### src/rtl/gray_counter_ctrl.sv
`default_nettype none
// ============================================================================
// Module      : gray_counter_ctrl
// Description : Control FSM and prescaler for a gray-code counter datapath.
//               States IDLE/RUN/PAUSE/STEP. In RUN a prescaler issues one
//               cnt_en pulse every DIV clocks; STEP issues exactly one pulse
//               and returns to the state it was entered from.
//               Request priority: stop > start > step.
// Parameters  : DIV   - clk cycles per counter advance in RUN (1..2^24)
// Ports       : clk     - system clock, rising edge
//               rst     - synchronous active-high reset
//               start   - request continuous counting
//               stop    - request pause / return to idle from PAUSE
//               step    - request a single counter advance
//               dir     - direction request (0 = up, 1 = down)
//               cnt_en  - one-cycle advance enable to the datapath
//               cnt_dir - registered direction to the datapath
//               busy    - state is not IDLE
//               state   - IDLE=00, RUN=01, PAUSE=10, STEP=11
//               done    - one-cycle auto-stop pulse
// Option      : GRAY_CTRL_AUTOSTOP_EN - when defined, RUN stops by itself
//               after 8 advances (one full 3-bit gray cycle) and pulses
//               done. When undefined, done is tied to 0.
// Revision    : 1.0 - initial release
// ============================================================================
module gray_counter_ctrl #(
    parameter int DIV = 4
) (
    input  logic       clk,
    input  logic       rst,
    input  logic       start,
    input  logic       stop,
    input  logic       step,
    input  logic       dir,
    output logic       cnt_en,
    output logic       cnt_dir,
    output logic       busy,
    output logic [1:0] state,
    output logic       done
);

    localparam int              c_PW        = (DIV > 1) ? $clog2(DIV) : 1;
    localparam logic [c_PW-1:0] c_PRESC_MAX = c_PW'(DIV - 1);

    localparam logic [1:0] c_IDLE  = 2'b00;
    localparam logic [1:0] c_RUN   = 2'b01;
    localparam logic [1:0] c_PAUSE = 2'b10;
    localparam logic [1:0] c_STEP  = 2'b11;

    logic [1:0]      r_state;
    logic [1:0]      w_state_nxt;
    logic [c_PW-1:0] r_presc;
    logic [c_PW-1:0] w_presc_nxt;
    logic            r_ret;        // 0: STEP returns to IDLE, 1: to PAUSE
    logic            w_ret_nxt;
    logic            r_dir;
    logic            w_dir_nxt;
    logic            w_run_pulse;
    logic            w_autostop;

    assign w_run_pulse = (r_state == c_RUN) && (r_presc == c_PRESC_MAX);

`ifdef GRAY_CTRL_AUTOSTOP_EN
    logic [2:0] r_tick;
    logic       r_done;

    // The 8th RUN pulse ends the run unless stop arrives in the same cycle.
    assign w_autostop = w_run_pulse && (r_tick == 3'd7) && !stop;

    always_ff @(posedge clk) begin
        if (rst) begin
            r_tick <= 3'd0;
            r_done <= 1'b0;
        end else begin
            r_done <= w_autostop;
            if ((r_state == c_IDLE) && (w_state_nxt == c_RUN)) begin
                r_tick <= 3'd0;
            end else if (w_run_pulse) begin
                r_tick <= r_tick + 3'd1;
            end
        end
    end

    assign done = r_done && !rst;
`else
    assign w_autostop = 1'b0;
    assign done       = 1'b0;
`endif

    always_comb begin
        w_state_nxt = r_state;
        w_presc_nxt = r_presc;
        w_ret_nxt   = r_ret;
        w_dir_nxt   = r_dir;
        case (r_state)
            c_IDLE: begin
                if (start) begin
                    w_state_nxt = c_RUN;
                    w_presc_nxt = '0;
                    w_dir_nxt   = dir;
                end else if (step) begin
                    w_state_nxt = c_STEP;
                    w_ret_nxt   = 1'b0;
                    w_dir_nxt   = dir;
                end
            end
            c_RUN: begin
                // The prescaler only advances on edges that stay in RUN, so a
                // stop freezes the value seen in the stop cycle.
                if (stop) begin
                    w_state_nxt = c_PAUSE;
                end else if (w_autostop) begin
                    w_state_nxt = c_IDLE;
                    w_presc_nxt = '0;
                end else if (r_presc == c_PRESC_MAX) begin
                    w_presc_nxt = '0;
                end else begin
                    w_presc_nxt = r_presc + 1'b1;
                end
            end
            c_PAUSE: begin
                if (stop) begin
                    w_state_nxt = c_IDLE;
                    w_presc_nxt = '0;
                end else if (start) begin
                    w_state_nxt = c_RUN;
                    w_dir_nxt   = dir;
                end else if (step) begin
                    w_state_nxt = c_STEP;
                    w_ret_nxt   = 1'b1;
                    w_dir_nxt   = dir;
                end
            end
            c_STEP: begin
                if (r_ret) begin
                    w_state_nxt = c_PAUSE;
                end else begin
                    w_state_nxt = c_IDLE;
                    w_presc_nxt = '0;
                end
            end
            default: begin
                w_state_nxt = c_IDLE;
                w_presc_nxt = '0;
            end
        endcase
    end

    always_ff @(posedge clk) begin
        if (rst) begin
            r_state <= c_IDLE;
            r_presc <= '0;
            r_ret   <= 1'b0;
            r_dir   <= 1'b0;
        end else begin
            r_state <= w_state_nxt;
            r_presc <= w_presc_nxt;
            r_ret   <= w_ret_nxt;
            r_dir   <= w_dir_nxt;
        end
    end

    // Outputs are masked while rst is high so a STEP caught by reset never
    // produces an advance.
    assign state   = rst ? c_IDLE : r_state;
    assign cnt_en  = !rst && (w_run_pulse || (r_state == c_STEP));
    assign busy    = !rst && (r_state != c_IDLE);
    assign cnt_dir = r_dir;

endmodule
`default_nettype wire

### config.mk
export PLATFORM = sky130hd
export DESIGN_NAME = gray_counter_ctrl
export DESIGN_NICKNAME = d
export VERILOG_FILES = /design/src/rtl/gray_counter_ctrl.sv
export SDC_FILE = /design/constraint.sdc
export NUM_CORES = 1
export LEC_CHECK = 0
export CAP_MARGIN = 15
export CORE_AREA = 5 5 42 44
export DETAILED_ROUTE_END_ITERATION = 10
export DIE_AREA = 0 0 47 49
export GPL_ROUTABILITY_DRIVEN = 0
export PLACE_DENSITY = 0.51
export SYNTH_ARGS = -nofsm -noshare
export SYNTH_HDL_FRONTEND = slang
export SYNTH_SLANG_ARGS = --single-unit
### constraint.sdc
create_clock -name clk -period 1.1 [get_ports clk]
set_input_delay 0.11 -clock clk [delete_from_list [all_inputs] [get_ports clk]]
set_output_delay 0.11 -clock clk [all_outputs]
set_load 0.005 [all_outputs]
# Yosys cells after proc, flatten, opt, wreduce, memory -nomap -nowiden
# Cells that the tools add are included.
[word_totals] reg_bits=6 inputBits=6 out_inout_bits=6 elab_cells=53
[classes] n_addsub=1 eq_ne=14 mux=23 reduce_logical=11
[op_table] cell="$mux W2" n=11
[op_table] cell="$ne A2 B2 Y1 const B" n=10
[op_table] cell="$pmux W2 S4" n=2
[op_table] cell="$mux W1" n=8
[op_table] cell="$eq A2 B2 Y1 const B" n=3
[op_table] cell="$reduce_and A6 Y1" n=1
[op_table] cell="$pmux W1 S2" n=2
[op_table] cell="$reduce_and A4 Y1" n=1
[op_table] cell="$reduce_bool A2 Y1" n=2
[op_table] cell="$logic_and A1 B1 Y1" n=3
[op_table] cell="$add A2 B1 Y2 const B" n=1
[op_table] cell="$eq A2 B1 Y1 const B" n=1
[op_table] cell="$logic_not A2 Y1" n=1
[op_table] cell="$reduce_and A2 Y1" n=1
[op_table] cell="$logic_not A1 Y1" n=1
[op_table] cell="$logic_or A1 B1 Y1" n=1

# Longest topological paths before layout
[logic_depth] ltp_word=4 mapped_depth=5

# Least setup slack after synthesis
# Ideal clock, no wire load.
[synth_path] kind="reg-to-reg" startpoint="register r_state[1]" endpoint="register r_presc[1]" setup_ns=0.120 arrival_time_ns=0.977 setup_slack_ns=0.003 stages_incl_launch_ff=5 n_path_buf=1 period_less_slack_ns=1.097 cell_sequence="dfxtp_1 > buf_6 > mux2_4 > a22oi_2 > o21ai_1"
[synth_between] elab_chain_cells=3
[synth_rtl] element="from (decl)" line="50" text="logic [1:0] r_state;"
[synth_rtl] element="from (signal assigned)" line="151" text="r_state <= c_IDLE;"
[synth_rtl] element="from (signal assigned)" line="156" text="r_state <= w_state_nxt;"
[synth_rtl] element="$eq A2 B2 Y1 (tied with other cells)" line="95" text="case (r_state)"
[synth_rtl] element="$ne A2 B2 Y1 (no source line)"
[synth_rtl] element="$reduce_and A4 Y1 (no source line)"
[synth_rtl] element="to (signal assigned)" line="157" text="r_presc <= w_presc_nxt;"
[synth_rtl] element="to (decl)" line="52" text="logic [c_PW-1:0] r_presc;"
# Parallel ways exist; a longest one is shown, timed or not.
# A chain may end at the register's enable or synchronous reset.

# Worst setup path after layout
[layout_path] startpoint="register r_state[1]" endpoint="register r_presc[0]"
# Same word-level chain as after synthesis.

==> key figures <==
Outcome
  – Status: complete, but fails checks
  – Failing checks: negative setup slack

Power and ir drop
  – Sw Pwr: 0.169 mW
  – Logic pwr share: 27.0%
  – Seq pwr share: 39.4%
  – Pwr dens: 1140 nW/um2
  – Pleak: 0.241 nW
  – Internal Power: 0.452 mW
  – VDD IR max: 0.000646 V
  – Clock power frac: 33.6%
  – Switching Fraction: 27.2%

Detailed routing
  – Routed wl met3: 67 um
  – WL per Instance: 10.3 um
  – Pre-antenna DRT Iters: 3
  – Top routing layer in use: met4
  – Final WL: 792 um
  – Met2 wire length: 308 um
  – Via/cell ratio: 4.47
  – DRT antenna net count: 0
  – # DRC: 0
  – Initial DRC count: 4
  – WL met1: 394 um
  – DR vias: 344

Timing
  – Final Hold Viols: 0
  – Unrepaired setup endpoints after global routing: yes
  – Clock period minus worst slack: 1120 ps
  – Max-slew violation count: 0
  – Final setup fails: 2
  – Smallest hold slack: 356 ps
  – Worst setup margin: -25.0 ps
  – Max Clock Skew: 5.47 ps
  – Period utilization: 102%
  – Fmax: 889 MHz

Floorplanning
  – Die area: 2300 um2
  – Die W: 47 um
  – Initial Utilization: 25.0%
  – Site Rows: 14
  – Top Ports: 12
  – Core ar.: 1400 um2
  – Die height: 49 um

Finish
  – Final net count: 70
  – Multi-input gate area: 220 um2
  – Area delta synth->final: 55.7%
  – Post-route cell area: 546 um2
  – Final cell count without fillers: 77
  – ANT cells: 0
  – Storage cell area: 125 um2
  – Final core utilization: 38.9%
  – Layout cell share with drive strength beyond 1: 42.6%
  – Fill cells: 156

Clocking
  – Hold_buf cts: 0
  – Root Buffer: clkbuf_4
  – Clock buffer count from CTS: 3
  – Clock-pin transition on the worst setup and hold timing paths: 50 ps
  – Clk_lat worst skew: 250 ps
  – CTS Sinks: 6
  – H-tree depth: 1
  – CTS tree: done
  – Clk buf depth: 2

Global route
  – Global-route wire length before repair: 1420 um
  – Largest net degree at the start of global routing: 9
  – Vias in the first global route: 322
  – Total track usage: 8.73%
  – Initial antenna violation count: 0
  – Final global-route overflow total: 0

Synthesis
  – Cell Area, Synth: 350 um2
  – Syn nets: 50
  – Yosys warning total: 0
  – Average cell area after synthesis: 8.15 um2
  – Synth Register Bits: 6
  – Cells after synthesis: 43
  – Synth cell types: 23
  – Seq/Total Area, Yosys: 34.3%

Place
  – Dpl cells: 74
  – Placed inst area: 507 um2
  – Hpwl dp: 632 um
  – PortBufs: 10

Worst hold path
  – Min-delay worst type: in -> reg

Critical path
  – CP required: 1230 ps
  – Crit-path leading delay family: flip-flops
  – Slowest stage delay, CP: 320 ps
  – CP Max Fanout: 3
  – CP cell instances: buf_6 -> mux2_4 -> a22oi_2 -> o22ai_1
  – CP Class: reg -> reg
  – WP data arrival: 1250 ps
  – Startpoint Class: register
  – CP endpoint kind: register
  – WP buf/inv: 1
  – R2R Setup Slk: -20 ps
  – CP max-delay cell: dfxtp_2

Job
  – Max cap viols: 0
[area by class of cell]
| cell class | count | share of cell area (%) |
|---|---|---|
| clock buffers | 3 | 4.13 |
| inverters | 3 | 2.06 |
| multi-input cells | 31 | 40.4 |
| flip-flops and latches | 6 | 22.9 |
| well taps | 16 | 3.67 |
| repair buffers | 18 | 26.8 |
[synth_stat cells (all sizes together)]
| cell type | instances | area (um2) |
|---|---|---|
| a311oi | 1 | 8.76 |
| a22oi | 1 | 12.5 |
| dfxtp | 6 | 120 |
| buf | 3 | 23.8 |
| o22ai | 1 | 6.26 |
| o211ai | 1 | 7.51 |
| inv | 3 | 11.3 |
| a21oi | 3 | 15.0 |
| nand2 | 3 | 11.3 |
| nand3b | 1 | 7.51 |
| o21ai | 3 | 15.0 |
| nand2b | 6 | 40.0 |
| a31oi | 1 | 6.26 |
| ha | 1 | 12.5 |
| conb | 1 | 3.75 |
| nand3 | 1 | 5.00 |
| nor2 | 5 | 18.8 |
| mux2 | 1 | 15.0 |
| mux2i | 1 | 10.0 |
[stage by stage]
stage | total power, mW | setup TNS, ps | worst slack (ps)
3_3_place_gp | 0.408 | -2070 | -362
4_1_cts | 0.625 | -168 | -130
3_5_place_dp | 0.407 | -2100 | -369
6_report | 0.621 | -38.0 | -25.0
2_1_floorplan | 0.328 | 0 | 2.80
5_1_grt | 0.662 | -196 | -59.2
[worst min-delay path, stage by stage]
cell and delay [ps]:
dlygate4sd2_1 250, buf_4 170, a21oi_1 40
[registers in the layout (all words and copies together) (netlist names)]
signal / cells
r_presc: 2
r_state: 2
cnt_dir: 1
r_ret: 1
[power groups by stage]
stage | sequential (mW) | clock, mW | combinational [mW]
2_1_floorplan | 0.247 | 0 | 0.0811
3_3_place_gp | 0.244 | 0 | 0.165
3_5_place_dp | 0.244 | 0 | 0.163
4_1_cts | 0.244 | 0.216 | 0.165
5_1_grt | 0.246 | 0.231 | 0.186
6_report | 0.245 | 0.209 | 0.168
[layout by cell type, fill, tap and decap left out, types with 3 or more instances in the layout]
master,Yosys,layout
nor2_1,5,4
nand2b_1,5,4
clkdlybuf4s50_1,0,4
nand2_1,3,3
dfxtp_2,0,4
buf_4,1,7
clkbuf_4,0,3
inv_1,3,3
[final timing paths]
| kind | startpoint | to | depth (start not counted) |
|---|---|---|---|
| max | r_state[1] | r_presc[0] | 4 |
| min | rst | r_state[0] | 3 |
| max reg2reg | r_state[1] | r_presc[0] | 4 |
| min reg2reg | cnt_dir | cnt_dir | 2 |
[kinds of logic (layout without fill, tap and decap cells)]
group                      after synthesis  in the layout  share of synthesized area (%)
and+or+nand+nor                         16             16                           23.6
AOI/OAI and AO/OA                       11             11                           20.4
DFF                                      6              6                           34.3
buffers and inverters                    6             24                           10.0
muxes                                    2              2                           7.14
adders and majority gates                1              1                           3.57
other                                    1              1                           1.07
[layer usage]
layer / up-vias / GRT usage [%]
met4: 0 / 6.91
met5: - / 0
li1: 183 / -
met3: 4 / 2.58
met1: 146 / 11.9
met2: 11 / 10.9
[what timing repair did]
action                                  4_1_cts  5_1_grt
gates resized for setup                      17       10
pin swaps                                     2        0
buffers inserted                              0        0
endpoints found under the setup margin        9        7
(Power assumes the default switching activity.)
